`src/rtl/subtractor_serial_16bit.sv`:
```
// Bit-serial 16-bit two's complement subtractor: diff = a - b - borrow_in, one bit per clock, LSB first.
// Optional macro SUB_ERR_EN adds a sticky err output flagging start requests that arrive while busy.
module subtractor_serial_16bit (
    input  logic        clk,
    input  logic        n_rst,
    input  logic        start,
    input  logic [15:0] a,
    input  logic [15:0] b,
    input  logic        borrow_in,
    output logic        busy,
    output logic        done,
    output logic [15:0] diff,
    output logic        overflow
`ifdef SUB_ERR_EN
    ,
    output logic        err
`endif
);

    typedef enum logic [1:0] {S_IDLE, S_RUN, S_DONE} state_t;

    state_t      state, next;
    logic [15:0] a_q, b_q, res;
    logic [3:0]  cnt;
    logic        br;
    logic        a_bit, b_bit, d_bit, br_nxt, load;

    // Operands are only accepted outside RUN, so a restart during RUN is ignored.
    assign load = (state != S_RUN) && start;

    always_ff @(posedge clk) begin
        if (!n_rst) state <= S_IDLE;
        else        state <= next;
    end

    always_comb begin
        next = state;
        case (state)
            S_IDLE:  if (start) next = S_RUN;
            S_RUN:   if (cnt == 4'd15) next = S_DONE;
            S_DONE:  next = start ? S_RUN : S_IDLE;
            default: next = S_IDLE;
        endcase
    end

    always_comb begin
        busy = (state == S_RUN);
    end

    always_comb begin
        a_bit  = a_q[cnt];
        b_bit  = b_q[cnt];
        d_bit  = a_bit ^ b_bit ^ br;
        br_nxt = (~a_bit & b_bit) | (~(a_bit ^ b_bit) & br);
    end

    always_ff @(posedge clk) begin
        if (!n_rst) begin
            a_q      <= '0;
            b_q      <= '0;
            res      <= '0;
            cnt      <= '0;
            br       <= 1'b0;
            diff     <= '0;
            overflow <= 1'b0;
            done     <= 1'b0;
        end else begin
            // done trails the DONE state by one cycle so it lands 17 edges after start.
            done <= (state == S_DONE);
            if (load) begin
                a_q <= a;
                b_q <= b;
                br  <= borrow_in;
                cnt <= '0;
                res <= '0;
            end else if (state == S_RUN) begin
                res <= {d_bit, res[15:1]};
                br  <= br_nxt;
                cnt <= cnt + 4'd1;
                if (cnt == 4'd15) begin
                    diff     <= {d_bit, res[15:1]};
                    overflow <= (a_q[15] != b_q[15]) && (d_bit != a_q[15]);
                end
            end
        end
    end

`ifdef SUB_ERR_EN
    always_ff @(posedge clk) begin
        if (!n_rst)                        err <= 1'b0;
        else if (state == S_RUN && start)  err <= 1'b1;
    end
`endif

endmodule

```
`config.mk`:
```
export PLATFORM = sky130hd
export DESIGN_NAME = subtractor_serial_16bit
export DESIGN_NICKNAME = d
export VERILOG_FILES = /design/src/rtl/subtractor_serial_16bit.sv
export SDC_FILE = /design/constraint.sdc
export NUM_CORES = 1
export LEC_CHECK = 0
export CAP_MARGIN = 25
export CORE_MARGIN = 5
export CORE_UTILIZATION = 60
export CTS_CLUSTER_DIAMETER = 80
export CTS_CLUSTER_SIZE = 12
export DETAILED_ROUTE_END_ITERATION = 16
export DONT_BUFFER_PORTS = 1
export GPL_TIMING_DRIVEN = 0
export HOLD_SLACK_MARGIN = 0.03
export PLACE_DENSITY = 0.76
export SLEW_MARGIN = 20
export SYNTH_ARGS = -nofsm -noshare
export SYNTH_HDL_FRONTEND = slang
export SYNTH_SLANG_ARGS = --single-unit
```
`constraint.sdc`:
```
create_clock -name clk -period 3.3 [get_ports clk]
set_clock_uncertainty 0.05 [all_clocks]
set_input_delay 0.33 -clock clk [delete_from_list [all_inputs] [get_ports clk]]
set_output_delay 0.33 -clock clk [all_outputs]
set_load 0.005 [all_outputs]
```
== Word-level counts from Yosys, hierarchy flattened ==
Cells that the tools add are included.

* Register bits after elaboration: 73
* Input port bits: 36
* Output and inout port bits: 19
* Word-level logic and storage cells: 45

* Add/subtract/negate cells: 1
* $lt $le $gt $ge: 1
* Equal/unequal tests: 8
* Multiplexer cells: 10
* Bitwise operators: 9
* Reduce and logical (&&, ||, !) cells: 7

{| class="wikitable"
|+ Operators by type and width
! cell !! number
|-
| binary-select mux 1 bit (select 4 bit) || 2
|-
| case mux 2 bit (3 select lines) || 1
|-
| less-than comparator 4 x 5 -> 1 bit (second input constant) || 1
|-
| 2-to-1 mux 1 bit || 5
|-
| adder 4 x 1 -> 4 bit (second input constant) || 1
|-
| equality test 4 bit (second input constant) || 1
|-
| 2-to-1 mux 2 bit || 2
|-
| != test 2 x 1 -> 1 bit (second input constant) || 2
|-
| NOT 1 bit || 4
|-
| AND reduction 3 bit || 1
|-
| AND 1 bit || 2
|-
| equality test 2 x 1 -> 1 bit (second input constant) || 1
|-
| equality test 2 bit (second input constant) || 1
|-
| logical AND 1 bit || 2
|-
| zero test 2 bit || 1
|-
| != test 1 bit || 2
|-
| != test 2 bit (second input constant) || 1
|-
| AND reduction 2 bit || 1
|-
| nonzero test 2 bit || 1
|-
| OR reduction 2 bit || 1
|-
| XOR 1 bit || 2
|-
| bitwise OR 1 bit || 1
|}

== Longest topological paths before layout ==
Gate-level depths: netlist of run 1.

* Word-level depth: 8
* Mapped depth: 8
* Depth with buffers taken out: 7

== Least setup slack after synthesis of run 1 ==
No wires, ideal clock.

* Path kind: reg2reg
* Start point: reg cnt[0]
* End point: reg overflow
* Library setup time: 0.122 ns
* Arrival: 2.215 ns
* Required time: 3.128 ns
* Slack: 0.913 ns
* Stages on the path, launching flop included: 9
* Path buffers: 1
* Period minus slack after synthesis: 2.387 ns
* Cell sequence: dfxtp_1 > buf_6 > mux4_1 > a22oi_1 > nand3_1 > fa_1 > nand2_1 > o22ai_1 > o311a_1

* Cells in the longest elaborated chain, start to end: 6
* Elaborated cells between the ends (all ways): 10
* Those cells by class: eq/ne (2); mux (4); bitwise (2); reduce/logical (2)

{| class="wikitable"
|+ RTL lines
! element !! line !! text
|-
| start, declared || 24 || <nowiki>logic [3:0] cnt;</nowiki>
|-
| start signal, assigned || 79 || <nowiki>cnt <= cnt + 4'd1;</nowiki>
|-
| binary-select mux 1 bit (select 4 bit), on equally long branches || 51, 52 ||
|-
| 2-to-1 mux 1 bit, on equally long branches || 51, 52 ||
|-
| XOR 1 bit * (2 in a row) || 53 || <nowiki>d_bit = a_bit ^ b_bit ^ br;</nowiki>
|-
| net d_bit || 26 || <nowiki>logic a_bit, b_bit, d_bit, br_nxt, load;</nowiki>
|-
| != test 1 bit * || 82 || <nowiki>overflow <= (a_q[15] != b_q[15]) && (d_bit != a_q[15]);</nowiki>
|-
| logical AND 1 bit * || 82 ||
|-
| end signal, assigned || 82 ||
|-
| end, declared || 13 || <nowiki>output logic overflow</nowiki>
|}

The timed path passes the listed nets; every way through them passes the cells marked *. The select of a mux whose other input is x is not followed.
A chain may end at the register's enable or synchronous reset.

== Final worst setup path of run 1 ==
Ends and elaborated chain as after synthesis.

==> results of run 1 <==
==> flip-flops by register name, indices dropped and copies added (netlist names) <==
| name | cells |
|---|---|
| done | 1 |
| cnt | 4 |
| diff | 16 |
| b_q | 16 |
| overflow | 1 |
| br | 1 |
| res | 15 |
| state | 2 |
| a_q | 16 |
==> routing by layer <==
metal / track usage (%) / up-vias / part of all wire, %
met5: 0 / - / 0
met4: 10.6 / 0 / 2.8
met3: 6.47 / 18 / 6.1
met2: 35.5 / 67 / 47
met1: 28.7 / 1203 / 44
li1: - / 1263 / -
==> kinds of logic (layout without fill, tap and decap cells) <==
| family | after synthesis | in the layout | share of synthesized area (%) |
|---|---|---|---|
| AOI/OAI and AO/OA | 122 | 122 | 24.1 |
| and+or+nand+nor | 105 | 105 | 15.9 |
| DFF | 72 | 72 | 46.2 |
| buffers and inverters | 38 | 54 | 5.66 |
| muxes | 8 | 8 | 6.50 |
| adders and majority gates | 2 | 2 | 1.04 |
| xor gates and xnor gates | 2 | 2 | 0.562 |
==> synth_stat cells (2+ instances only) <==
cell type / number / share of area (%)
and3_1: 4 / 0.80
o22ai_1: 2 / 0.40
nor2_1: 3 / 0.36
mux4_1: 6 / 5.1
nand3_1: 53 / 8.5
mux4_2: 2 / 1.4
inv_1: 2 / 0.24
nand2b_1: 2 / 0.40
nor2b_1: 2 / 0.40
a22oi_1: 2 / 0.48
buf_2: 12 / 1.9
a21oi_1: 17 / 2.7
a21boi_1: 2 / 0.48
a21boi_0: 46 / 11
o21ai_0: 49 / 7.9
clkbuf_1: 18 / 2.2
nand2_1: 37 / 4.5
buf_4: 3 / 0.72
dfxtp_1: 72 / 46
==> critical path: cells and delay by family, from the launching register on <==
family,cells,cell delay (ns)
AOI/OAI and AO/OA,3,0.54
adders and majority gates,1,0.54
buffers and inverters,1,0.19
DFF,1,0.36
muxes,1,0.61
and+or+nand+nor,2,0.23
==> report_power, final <==
part           switching (mW)  total, mW  internal [mW]  leakage [nW]
Clock                   0.329      0.795          0.466         0.119
Sequential             0.0141      0.910          0.896         0.586
Combinational           0.102      0.164         0.0620         0.491
==> metrics by stage <==
stage	hold WS, ns	instances	setup WS (ns)	utilization, %	total power [mW]
finish	0.0793	435	0.685	67.7	1.87
global route	0.0680	435	0.520	67.7	1.95
CTS	0.0722	435	0.685	67.7	1.88
detailed placement	0.401	419	0.708	63.1	1.09
global placement	0.400	419	0.724	63.1	1.09
floorplan	0.387	349	0.913	-	1.05
==> final cells by class <==
type,instances,area (sq um)
clock inverter,5,78.8
inverter,3,11.3
tap,70,87.6
sequential,72,1440
buffer,35,165
clock buffer,11,151
multi-input combinational,239,1500
fill,430,1640
==> worst min path at each step <==
stage                          end  depth (start not counted)  slack, ns
6_report       b_q[6]$_SDFFE_PN0P_                          2       0.08
5_1_grt        a_q[5]$_SDFFE_PN0P_                          2       0.07
4_1_cts        b_q[6]$_SDFFE_PN0P_                          2       0.07
3_5_place_dp   res[1]$_SDFFE_PP0P_                          2       0.40
3_3_place_gp   res[1]$_SDFFE_PP0P_                          2       0.40
2_1_floorplan  res[1]$_SDFFE_PP0P_                          2       0.39
==> impl_metrics.yaml, run 1 <==
run_status:
  outcome: "finished clean"
drt:
  viasPerCell: 5.86
  dr_total_vias: 2551
  detail-route-antenna-nets: 0
  drt_iter0_drc: 180
  wl_per_cell_microns: 16.0
  first_pass_iters: 5
  wl_microns: 6960
  post-route-drc-count: 0
timing:
  finalHoldViolations: 0
  finalSetupViolations: 0
  drv_slew: 0
  relSlewSlack_pct: 68.3
  fmax_mhz: 382
  layout_min_cycle_time_ns: 2.61
  worstMarginPinSlew_ns: 0.475
  rsz0062_at_grt: "false"
  fin_crit_sh_pct: 79.2
  fin_tns_setup_ns: 0
cells_and_area:
  diodes: 0
  mostFrequentLayoutCell: "dfxtp_1"
  area_delta_synth_final_pct: 10.2
  drive_gt1_share_pct: 9.86
  fin_area_sq_um: 3430
  final_cell_mix: "dfxtp_1 (72), nand3_1 (53), o21ai_0 (49)"
  fin_nets: 398
critical_path:
  r2r_cells: 8
  worstPathRequired_ns: 3.49
  path_class: "register to register"
  max_stage_delay_ns: 0.61
  reg2reg_slack_ns: 0.69
  worst_setup_path_end_kind: "register"
  crit_start: "cnt[0]$_SDFFE_PP0P_"
  slowest_stage: "mux4_1"
  startpoint_type: "register"
  endpoint: "overflow$_SDFFE_PN0P_"
  reg2reg_to: "overflow$_SDFFE_PN0P_"
  crit_chain: "buf_6, mux4_1, a22oi_1, nand3_1, fa_1, nand2_1, o22ai_1, o311a_1"
  path_max_fanout: 10
  cp.arrival_ns: 2.80
  reg2reg_from: "cnt[0]$_SDFFE_PP0P_"
pwr:
  power.leakage_nw: 1.20
  ir_drop_mv: 0.331
  power_density_nw_per_um2: 544
synth:
  syn_inst: 349
  ys_seq_area_share_pct: 46.2
  netlist_area_sq_um: 3120
  synth-seq-cells: 72
  synth_top_flop_cell: "dfxtp_1"
  ys_types: 34
  synth_nets: 387
  synth.avg_cell_area_sq_um: 8.93
  async_flop_share_pct: 0
  ys.warnings.count: 0
  synth-edff-count: 0
clock_network:
  cts.clk_slew.worst_paths_ns: 0.08
  holdBufCountCts: 0
  post_cts_resized: 0
  clock-sinks: 72
  root_buffer: "clkbuf_8"
  cts_buffers: 9
  postCtsSetupBuffers: 0
  cts_tree: "yes"
  cts_max_level: 3
  cts_buffer_depth: 2
  clock_latency_ns: 0.35
global_route:
  antenna_found_initial: 0
  grt_overflow_total: 0
  grt_pass1_wl_microns: 11500
  grt_usage_pct: 22.6
  grt_pass1_vias: 2423
  grt_max_degree: 13
worst_hold_path:
  hp-class: "primary input to register"
  min_from: "b[6]"
die:
  core.rowCount: 26
  die_h_microns: 82.1
  die_x_microns: 82.1
  initial_utilization_pct: 61.4
  core_area_sq_um: 5070
  die_area_sq_um: 6740
  num_io_pins: 55
run:
  maxCapViolations: 0
placed_design:
  place_congestion: 0.837
  hpwl_microns: 4890
  place_area_sq_um: 3200
  port_buffers: 0
Note: power is estimated with default switching activity, not from simulation.
==> inputs of run 2 (changes only) <==
--- a/config.mk
+++ b/config.mk
@@ -7,14 +7,14 @@
 export LEC_CHECK = 0
 export CAP_MARGIN = 25
 export CORE_MARGIN = 5
-export CORE_UTILIZATION = 60
+export CORE_UTILIZATION = 56
 export CTS_CLUSTER_DIAMETER = 80
 export CTS_CLUSTER_SIZE = 12
 export DETAILED_ROUTE_END_ITERATION = 16
 export DONT_BUFFER_PORTS = 1
 export GPL_TIMING_DRIVEN = 0
 export HOLD_SLACK_MARGIN = 0.03
-export PLACE_DENSITY = 0.76
+export PLACE_DENSITY = 0.74
 export SLEW_MARGIN = 20
 export SYNTH_ARGS = -nofsm -noshare
 export SYNTH_HDL_FRONTEND = slang
==> constraint.sdc (replaced) <==
create_clock -name clk -period 2.2 [get_ports clk]
set_clock_uncertainty 0.05 [all_clocks]
set_input_delay 0.22 -clock clk [delete_from_list [all_inputs] [get_ports clk]]
set_output_delay 0.22 -clock clk [all_outputs]
set_load 0.005 [all_outputs]
==> run 2 against run 1 <==
Compared with the run above: the flow now finishes with violations (negative setup slack); first-iteration DRC count rose by 18%; highest routed layer unchanged; die area rose by 6.2%; via count rose by 7.7%; sequential cell count did not move.
==> impl_metrics.yaml, run 2 (synthesis results as in run 1) <==
global_route:
  grt_pass1_vias: 2720
  grt_max_degree: 14
  grt_usage_pct: 22.7
  antenna_found_initial: 0
  grt_pass1_wl_microns: 13000
  grt_overflow_total: 0
critical_path:
  startpoint_type: "register"
  worstPathRequired_ns: 2.39
  max_stage_delay_ns: 0.54
  crit_chain: "buf_12, mux4_2, a22oi_1, nand3_1, fa_1, buf_4, o22ai_1, o311a_1"
  worst-path-buf-inv: 2
  cp.arrival_ns: 2.76
  cp_top_family: "compound AO/OA/AOI/OAI gates"
  slowest_stage: "fa_1"
  reg2reg_slack_ns: -0.37
  path_class: "register to register"
  worst_setup_path_end_kind: "register"
  path_max_fanout: 5
drt:
  drt_iter0_drc: 213
  dr_wl_met3_microns: 565
  detail-route-antenna-nets: 0
  viasPerCell: 5.82
  dr_total_vias: 2747
  wl_microns: 7920
  wl_per_cell_microns: 16.8
  wl_met1_microns: 3360
  met2_length_microns: 3820
  post-route-drc-count: 0
  highest_layer: "met4"
  first_pass_iters: 5
clock_network:
  clock_latency_ns: 0.35
  cts_buffers: 9
  cts.clk_slew.worst_paths_ns: 0.08
  clock-sinks: 72
  cts_buffer_depth: 2
  cts_tree: "yes"
  cts_max_level: 3
  root_buffer: "clkbuf_8"
cells_and_area:
  final_cell_mix: "dfxtp_1 (71), nand3_1 (52), o21ai_0 (49)"
  reg_top3: "a_q (16), b_q (16), diff (16)"
  mostFrequentLayoutCell: "dfxtp_1"
  fin_nets: 433
  fin_area_sq_um: 3800
  drive_gt1_share_pct: 10.8
  area_delta_synth_final_pct: 22.0
  diodes: 0
  n_fill_cell: 438
pwr:
  power.leakage_nw: 1.33
  switching_share_pct: 25.4
  pwr-share-comb_pct: 11.5
  internal-power_mw: 2.13
  p_seq_share_pct: 47.9
  ir_drop_mv: 0.501
  clockPowerShare_pct: 40.7
  power_density_nw_per_um2: 752
  switchingPower_uw: 725
  finalPower_mw: 2.86
placed_design:
  hpwl_microns: 5120
  place_area_sq_um: 3200
  port_buffers: 0
  place_congestion: 0.820
  pre_cts_ws_ns: -0.313
die:
  die_h_microns: 84.6
  initial_utilization_pct: 57.0
  core_area_sq_um: 5470
  core.rowCount: 27
  num_io_pins: 55
  die_area_sq_um: 7160
  die_x_microns: 84.6
timing:
  rsz0062_at_grt: "true"
  fin_crit_sh_pct: 117
  drv_slew: 0
  worstMarginPinSlew_ns: 0.506
  finalHoldViolations: 0
  layout_min_cycle_time_ns: 2.57
  fmax_mhz: 389
  fin_ws_ns: -0.371
  finalSetupViolations: 3
  worst_hold_slack_ns: 0.0935
  relSlewSlack_pct: 66.2
run:
  maxCapViolations: 0
worst_hold_path:
  hp-class: "primary input to register"
run_status:
  violations: "negative setup slack"
  outcome: "complete, but fails checks"
==> run 2: changes by cell type in the layout (fill, tap and decap cells not counted), sizes merged <==
cell         previous run  this run
buf                    17        19
clkbuf                 29        28
clkinv                  3         2
clkinvlp                0         3
dlygate4sd3             0        32
==> run 2: metal layers <==
layer,vias up,GRT usage (%)
met1,1304,30.0
met5,-,0
li1,1333,-
met3,16,5.00
met2,94,35.9
met4,0,9.50
==> run 2: worst paths after layout <==
check                                    startpoint                     to  depth (start not counted)
worst max-delay path            cnt[0]$_SDFFE_PP0P_  overflow$_SDFFE_PN0P_                          8
worst min register to register  res[1]$_SDFFE_PP0P_    res[1]$_SDFFE_PP0P_                          2
worst min-delay path                      borrow_in        br$_SDFFE_PN0P_                          3
worst max register to register  cnt[0]$_SDFFE_PP0P_  overflow$_SDFFE_PN0P_                          8
==> run 2: cell type report <==
cell class / instances / area, sq um / area share [%]
Clock buffer: 9 / 124 / 3.26
Timing Repair Buffer: 35 / 364 / 9.58
Sequential cell: 72 / 1450 / 38.0
Clock inverter: 7 / 96.3 / 2.53
Buffer: 35 / 174 / 4.58
Inverter: 3 / 11.3 / 0.296
Multi-Input combinational cell: 239 / 1500 / 39.4
Tap cell: 72 / 90.1 / 2.37
==> run 2: worst min-delay path, stage by stage <==
cell and delay, ns:
nand2_1 0.04, o211ai_1 0.06, and3_1 0.14
==> run 2: power groups by stage <==
stage | clock (mW) | combinational (mW) | sequential [mW]
after floorplan | 0 | 0.189 | 1.39
after global placement | 0 | 0.242 | 1.39
after detailed placement | 0 | 0.249 | 1.40
after CTS | 1.17 | 0.303 | 1.37
after global routing | 1.24 | 0.362 | 1.37
final | 1.16 | 0.328 | 1.37
==> run 2: what timing repair did <==
item | 4_1_cts | 5_1_grt
cloned | 0 | 1
hold buffers | 32 | 0
setup buffers | 1 | 1
hold endpoints to repair | 32 | 0
setup endpoints to repair | 3 | 3
pin swaps | 1 | 3
resized for setup | 4 | 3
==> run 2: per-stage QoR <==
stage	utilization [%]	std cells	TNS [ns]
global placement	58.6	421	-0.346
floorplan	-	349	-0.132
global route	69.5	472	-0.943
CTS	68.7	470	-0.482
finish	69.5	472	-0.878
detailed placement	58.6	421	-0.467
